==> src/rtl/fizzbuzz_stream.sv <==
// -----------------------------------------------------------------------------
// fizzbuzz_stream
//
// Streams the numbers 1..g_length on a valid/ready interface. Each number
// carries two divisibility flags against run-time divisors latched at start.
// The block runs one-shot or wraps continuously, honours backpressure, can be
// aborted, and pulses o_done when a one-shot sequence completes.
//
// Divisibility uses per-divisor residue counters instead of dividers.
//
// Ports:
//   i_clk      clock, rising edge
//   i_rst      synchronous active-high reset
//   i_start    start request (IDLE only)
//   i_stop     abort request (RUN only)
//   i_wrap     1 = continuous, 0 = one-shot (sampled with i_start)
//   i_div_a    "fizz" divisor (sampled with i_start)
//   i_div_b    "buzz" divisor (sampled with i_start)
//   o_valid    output element valid
//   i_ready    downstream ready
//   o_number   current number 1..g_length
//   o_is_fizz  o_number is a multiple of latched div_a
//   o_is_buzz  o_number is a multiple of latched div_b
//   o_busy     registered, high while in RUN
//   o_done     one-cycle pulse on one-shot completion
// -----------------------------------------------------------------------------
module fizzbuzz_stream #(
  parameter  int g_length = 50,
  parameter  int g_div_w  = 8,
  localparam int g_num_w  = $clog2(g_length + 1)
) (
  input  logic               i_clk,
  input  logic               i_rst,
  input  logic               i_start,
  input  logic               i_stop,
  input  logic               i_wrap,
  input  logic [g_div_w-1:0] i_div_a,
  input  logic [g_div_w-1:0] i_div_b,
  output logic               o_valid,
  input  logic               i_ready,
  output logic [g_num_w-1:0] o_number,
  output logic               o_is_fizz,
  output logic               o_is_buzz,
  output logic               o_busy,
  output logic               o_done
);

  localparam logic [g_num_w-1:0] c_last    = g_num_w'(g_length);
  localparam logic [g_num_w-1:0] c_num_one = g_num_w'(1);
  localparam logic [g_div_w-1:0] c_res_one = g_div_w'(1);

  typedef enum logic {
    ST_IDLE = 1'b0,
    ST_RUN  = 1'b1
  } state_t;

  state_t               state_q, state_d;
  logic [g_num_w-1:0]   number_q, number_d;
  logic                 valid_q, valid_d;
  logic                 done_q, done_d;
  logic                 busy_q, busy_d;
  logic                 wrap_q, wrap_d;

  // Residue-channel control, shared by both divisor channels.
  logic                 div_latch;   // capture divisors from the inputs
  logic                 res_load;    // number 1 is being loaded
  logic                 res_step;    // number advances by one
  logic                 xfer;

  logic [1:0][g_div_w-1:0] div_in;
  logic [1:0]              flag;

  assign div_in = {i_div_b, i_div_a};
  assign xfer   = valid_q & i_ready;

  // ---------------------------------------------------------------------------
  // Control FSM
  // ---------------------------------------------------------------------------
  always_comb begin
    state_d   = state_q;
    number_d  = number_q;
    valid_d   = valid_q;
    done_d    = 1'b0;
    wrap_d    = wrap_q;
    div_latch = 1'b0;
    res_load  = 1'b0;
    res_step  = 1'b0;

    case (state_q)
      ST_IDLE: begin
        valid_d = 1'b0;
        if (i_start) begin
          div_latch = 1'b1;
          res_load  = 1'b1;
          wrap_d    = i_wrap;
          number_d  = c_num_one;
          valid_d   = 1'b1;
          state_d   = ST_RUN;
        end
      end

      ST_RUN: begin
        // Abort wins over completion and wrap; a simultaneous handshake is
        // still a completed transfer from the consumer's point of view.
        if (i_stop) begin
          valid_d = 1'b0;
          state_d = ST_IDLE;
        end else if (xfer) begin
          if (number_q == c_last) begin
            if (wrap_q) begin
              number_d = c_num_one;
              res_load = 1'b1;
            end else begin
              valid_d = 1'b0;
              done_d  = 1'b1;
              state_d = ST_IDLE;
            end
          end else begin
            number_d = number_q + c_num_one;
            res_step = 1'b1;
          end
        end
      end

      default: begin
        valid_d = 1'b0;
        state_d = ST_IDLE;
      end
    endcase

    busy_d = (state_d == ST_RUN);
  end

  always_ff @(posedge i_clk) begin
    if (i_rst) begin
      state_q  <= ST_IDLE;
      number_q <= '0;
      valid_q  <= 1'b0;
      done_q   <= 1'b0;
      busy_q   <= 1'b0;
      wrap_q   <= 1'b0;
    end else begin
      state_q  <= state_d;
      number_q <= number_d;
      valid_q  <= valid_d;
      done_q   <= done_d;
      busy_q   <= busy_d;
      wrap_q   <= wrap_d;
    end
  end

  // ---------------------------------------------------------------------------
  // Residue channels: channel 0 tracks div_a (fizz), channel 1 div_b (buzz).
  // The residue counts 1..div and reloads to 1 after reaching div, so it
  // equals div exactly on multiples. Divisor 1 keeps the residue pinned at 1,
  // giving a constant flag; divisor 0 is masked so a wrapping residue can
  // never match it.
  // ---------------------------------------------------------------------------
  for (genvar gi = 0; gi < 2; gi++) begin : g_res
    logic [g_div_w-1:0] div_q, div_d;
    logic [g_div_w-1:0] res_q, res_d;

    always_comb begin
      div_d = div_q;
      res_d = res_q;
      if (div_latch) begin
        div_d = div_in[gi];
      end
      if (res_load) begin
        res_d = c_res_one;
      end else if (res_step) begin
        res_d = (res_q == div_q) ? c_res_one : res_q + c_res_one;
      end
    end

    always_ff @(posedge i_clk) begin
      if (i_rst) begin
        div_q <= '0;
        res_q <= '0;
      end else begin
        div_q <= div_d;
        res_q <= res_d;
      end
    end

    assign flag[gi] = (div_q != '0) && (res_q == div_q);
  end

  assign o_valid   = valid_q;
  assign o_number  = number_q;
  assign o_is_fizz = flag[0];
  assign o_is_buzz = flag[1];
  assign o_busy    = busy_q;
  assign o_done    = done_q;

endmodule

==> config.mk <==
export PLATFORM = sky130hd
export DESIGN_NAME = fizzbuzz_stream
export DESIGN_NICKNAME = d
export VERILOG_FILES = /design/src/rtl/fizzbuzz_stream.sv
export SDC_FILE = /design/constraint.sdc
export NUM_CORES = 1
export LEC_CHECK = 0
export CAP_MARGIN = 0
export CORE_MARGIN = 1.5
export CORE_UTILIZATION = 57
export DETAILED_ROUTE_END_ITERATION = 7
export GPL_ROUTABILITY_DRIVEN = 0
export PLACE_DENSITY = 0.92
export SLEW_MARGIN = 20
export SYNTH_ARGS = -nofsm -noshare
export SYNTH_HDL_FRONTEND = slang
export SYNTH_SLANG_ARGS = --single-unit
==> constraint.sdc <==
create_clock -name i_clk -period 4.2 [get_ports i_clk]
set_input_delay 0.84 -clock i_clk [delete_from_list [all_inputs] [get_ports i_clk]]
set_output_delay 0.84 -clock i_clk [all_outputs]
set_load 0.01 [all_outputs]
==> Word level (Yosys, flattened, before mapping) <==
Cells that the tools add are included.
{ "op_classes": {"n_eq_ne": 10, "multipliers": 0, "div": 0, "addsub": 3, "mux": 33, "bitwise": 4, "shift": 0, "n_reduce_logical": 10, "n_lt_le_gt_ge": 0} }
{ "op_table": {"columns": ["operator", "count"], "rows": [
  ["6-bit two-way mux", 5],
  ["1-bit two-way mux", 22],
  ["8-bit by 1-bit adder with 8-bit output, second input constant", 2],
  ["8-bit == test", 2],
  ["8-bit two-way mux", 2],
  ["8-bit nonzero test", 2],
  ["6-bit one-hot mux with 2 select lines", 1],
  ["6-bit by 1-bit adder with 6-bit output, second input constant", 1],
  ["6-bit == test, second input constant", 1],
  ["3-bit by 2-bit != test with 1-bit output, second input constant", 2],
  ["3-bit != test, second input constant", 2],
  ["1-bit one-hot mux with 2 select lines", 3],
  ["5-bit OR reduction", 1],
  ["2-bit != test, second input constant", 2],
  ["4-bit AND reduction", 1],
  ["1-bit inverter", 3],
  ["3-bit AND reduction", 1],
  ["1-bit logical AND", 2],
  ["2-bit by 1-bit != test with 1-bit output, second input constant", 1],
  ["2-bit AND reduction", 1],
  ["2-bit nonzero test", 1],
  ["2-bit OR reduction", 1],
  ["1-bit AND", 1]
]} }
{ "totals": {"mem_count": 0, "output_inout_bits": 11, "mem_bits_rw": 0, "input_bits": 22, "mem_bits_ro": 0, "latchBits": 0, "regBits": 42} }

==> Depth between registers and ports, before layout <==
{ "depth": {"depth_word": 7, "depth_mapped": 8, "depth_no_buf": 6} }

==> Worst setup path before layout <==
No wires, ideal clock.
{ "synth_path": {"path_type": "input-to-reg", "from": "input port i_stop", "to": "register g_res[0].res_q[6]", "t_arrival_ps": 1984, "cell_stages": 4, "required_ps": 4120, "setup_time_ps": 80, "path_slack_ps": 2136, "cell_sequence": "nand4b_4 > a21o_1 > or4_4 > a211oi_2"} }
{ "synth_between": {"elab_chain_cells": 3} }
{ "synth_lines": {"columns": ["item", "line_no", "text"], "rows": [
  ["start, declared", "35", "input logic i_stop,"],
  ["1-bit two-way mux", "105", "if (i_stop) begin"],
  ["1-bit one-hot mux with 2 select lines", "89", "case (state_q)"],
  ["2-bit OR reduction (no line)", null, null],
  ["end signal, assigned", "182", "res_q <= res_d;"],
  ["end, declared", "161", "logic [g_div_w-1:0] res_q, res_d;"]
]} }
Parallel ways exist; a longest one is shown, timed or not.
A chain may end at the register's enable or synchronous reset.

==> Worst setup path in the final report <==
{ "layout_path": {"from": "register g_res[1].res_q[3]", "to": "output port o_is_buzz"} }
{ "layout_between": {"elab_chain_cells": 2} }
{ "layout_lines": {"columns": ["item", "line_no", "text"], "rows": [
  ["start, declared", "161", null],
  ["start signal, assigned", "182", null],
  ["8-bit == test", "186", "assign flag[gi] = (div_q != '0) && (res_q == div_q);"],
  ["1-bit logical AND", "186", null],
  ["end, declared", "43", "output logic o_is_buzz,"]
]} }
Every way passes these cells.

==> metrics.csv <==
stage,metric,value,unit
timing,Tightest Pin Transition,0.860,ns
timing,Max Freq,345,MHz
layout,final std cells w/o fill,318,
placed_design,Placed Instances,310,
power_and_ir_drop,Clock power frac,33.8,%
worst_setup_path,CP max FO,6,
clocking,Clock Latency Late Sink,0.30,ns
die,CORE AREA,3440,sq um
timing,Setup-failing EPs final,0,
worst_setup_path,Startpoint Class,flop,
timing,Setup Skew,0.00828,ns
die,Die Span Y,63.7,um
global_routing,global-route wire length before repair,7530,um
clocking,CTS buffer count,5,
yosys,register area share after synthesis,40.0,%
detailed_routing,WL final,4280,um
worst_setup_path,WP data arrival,2.06,ns
clocking,H-tree Lvls,2,
power_and_ir_drop,switching pwr,194,uW
detailed_routing,DR WL/cell,13.4,um
timing,RSZ-0062 raised after global routing,false,
layout,"Core Util, Final",73.3,%
detailed_routing,Remaining DRCs,0,
yosys,Post-Syn Area,2100,sq um
yosys,"area leader, netlist",dfxtp_1,
detailed_routing,DRT antenna net count,0,
global_routing,total gr overflow,0,
layout,"commonest non-fill, non-tap cell in the layout",nand2_1,
yosys,"FF+latch count, synth",42,
power_and_ir_drop,P per Cell Area,312,nW/um^2
min_path,hold_sp,g_res[0].div_q[6],
clocking,Num Clock Sinks,42,
detailed_routing,Iter 0 DRT Violations,75,
layout,proportion of layout cells with a drive suffix above 1,6.62,%
clocking,TritonCTS clock tree,yes,
yosys,Synth async-reset ratio,0,%
layout,nets@finish,297,
detailed_routing,Vias,1861,
worst_setup_path,Worst setup EP type,output pin,
power_and_ir_drop,part of the power in combinational logic,12.0,%
job,# Max-Cap Violations,0,
power_and_ir_drop,peak supply drop,212,uV
yosys,"top cells by area, synth","dfxtp_1 40%, nand2_1 7.7%, xor2_1 7.1%",
power_and_ir_drop,internal power,594,uW
yosys,ys flop type,dfxtp_1,
timing,Tcrit/Tclk final,69.1,%
die,# rows,21,
clocking,Post-CTS Setup Bufs,0,
power_and_ir_drop,sequential share of power,54.1,%
clocking,CTS root buf,clkbuf_8,
clocking,Post-CTS Hold Fix Bufs,0,
yosys,synthesized net count,273,
placed_design,hpwl dp,3020,um
layout,Filler cells,263,
power_and_ir_drop,switching share of power,24.7,%
power_and_ir_drop,total power draw,788,uW
min_path,Worst Hold Class,flop to flop,
yosys,Yosys cell types,39,
die,Die Wd,63.7,um
yosys,Post-Syn Instances,247,
yosys,Yosys warning count,0,
detailed_routing,drt first pass iters,4,
layout,"commonest non-fill, non-tap cells in the layout","43 x nand2_1, 42 x dfxtp_1, 32 x clkdlybuf4s50_1",
detailed_routing,via-per-instance ratio,5.85,
layout,Synth-to-Final Area Change,20.0,%
clocking,number of gates resized after cts,0,
clocking,"buffers from clock root to sink, at most",2,
global_routing,antenna violations before repair,0,
timing,Max-slew headroom,42.7,%
die,io pins,33,
global_routing,vias in the first global route,1675,
timing,setup TNS,0,ns
placed_design,port bufs,32,
power_and_ir_drop,Lkg Pwr,0.940,nW
worst_setup_path,reg2reg start,o_number[0],
die,starting density of the core,61.1,%
worst_setup_path,worst setup path startpoint,g_res[1].res_q[3],
yosys,mean area per synthesized cell,8.51,sq um
yosys,"EDFF count, synth",0,
placed_design,dpl cell area,2430,sq um
run_status,status,"complete, no violations",
timing,min Tclk post-route,2.90,ns
worst_setup_path,"Req. time, crit path",3.36,ns
layout,Final Instance Area,2520,sq um
yosys,post-synth top area share,40.0,%
die,Die Area,4060,sq um
timing,fin. max-slew vios,0,
clocking,Clock transition at path regs,0.08,ns
global_routing,Tot GR Track Use,23.6,%
timing,endpoints failing hold,0,
global_routing,largest net degree at the start of global routing,26,
worst_setup_path,Crit Path Class,flop to output pin,
layout,Ant. Diodes,0,
==> area by class of cell <==
type / instances / area [sq um] / area share [%]
Multi-Input combinational cell: 182 / 1170 / 46.6
Inverter: 6 / 22.5 / 0.893
Tap cell: 46 / 57.6 / 2.28
Clock buffer: 7 / 86.3 / 3.42
Sequential cell: 42 / 841 / 33.3
Timing Repair Buffer: 34 / 335 / 13.3
Clock inverter: 1 / 5.00 / 0.198
==> final timing paths <==
kind                            slack (ns)  cells after the start                end
worst max-delay path                  1.30                      4          o_is_buzz
worst min-delay path                  0.48                      2  g_res[0].div_q[6]
worst max register to register        2.09                      7  g_res[0].res_q[6]
worst min register to register        0.48                      2  g_res[0].div_q[6]
==> synthesized netlist by cell type (2+ instances only) <==
| library cell | n |
|---|---|
| a21oi_1 | 21 |
| clkbuf_1 | 13 |
| a2111oi_0 | 3 |
| buf_2 | 2 |
| mux2i_1 | 3 |
| nor3_1 | 14 |
| nor4_1 | 8 |
| a221oi_1 | 2 |
| and3_1 | 5 |
| dfxtp_1 | 42 |
| a211oi_1 | 8 |
| a2111oi_2 | 3 |
| nand3_1 | 10 |
| ha_1 | 4 |
| nand2_1 | 43 |
| inv_1 | 6 |
| nand4_1 | 4 |
| xor2_1 | 17 |
| xnor2_1 | 13 |
| nor2_1 | 7 |
==> cell families (layout without fill, tap and decap cells) <==
logic type / count (synthesis) / count (layout) / share of synthesized area [%]
adder cells (fa/ha/maj): 4 / 4 / 2.38
buffers and inverters: 23 / 48 / 4.40
flip-flops: 42 / 42 / 40.0
XOR/XNOR: 30 / 30 / 12.5
multiplexers: 3 / 3 / 1.43
AO/OA/AOI/OAI: 47 / 47 / 16.0
AND/OR/NAND/NOR: 98 / 98 / 23.3
==> power groups by stage <==
| stage | sequential (mW) | combinational [mW] | clock [mW] |
|---|---|---|---|
| floorplan | 0.434 | 0.0544 | 0 |
| global placement | 0.435 | 0.0925 | 0 |
| detailed placement | 0.436 | 0.0946 | 0 |
| CTS | 0.426 | 0.0952 | 0.274 |
| global route | 0.429 | 0.106 | 0.293 |
| finish | 0.427 | 0.0948 | 0.267 |
==> registers in the layout (all words and copies together) (netlist names) <==
name,count
g_res.div_q,16
g_res.res_q,16
o_busy,1
o_done,1
o_number,6
o_valid,1
wrap_q,1
==> stage by stage <==
| step | hold WS, ns | worst slack (ns) |
|---|---|---|
| finish | 0.481 | 1.30 |
| global route | 0.508 | 1.18 |
| CTS | 0.484 | 1.29 |
| detailed placement | 0.475 | 1.32 |
| global placement | 0.469 | 1.38 |
| floorplan | 0.450 | 2.14 |
==> worst max-delay path: stages (launching register included) <==
cell,delay [ns]
dfxtp_1,0.47
xor2_1,0.11
nor4_1,0.40
and3_1,0.24
clkdlybuf4s50_1,0.54
==> metal layers <==
metal	GRT usage, %	share of wire [%]	vias up
met5	0	0	-
met4	10.6	2.2	0
met3	6.25	5.4	10
met2	36.6	46	58
met1	30.7	46	870
li1	-	-	923
Power figures use the tool's default switching activity.
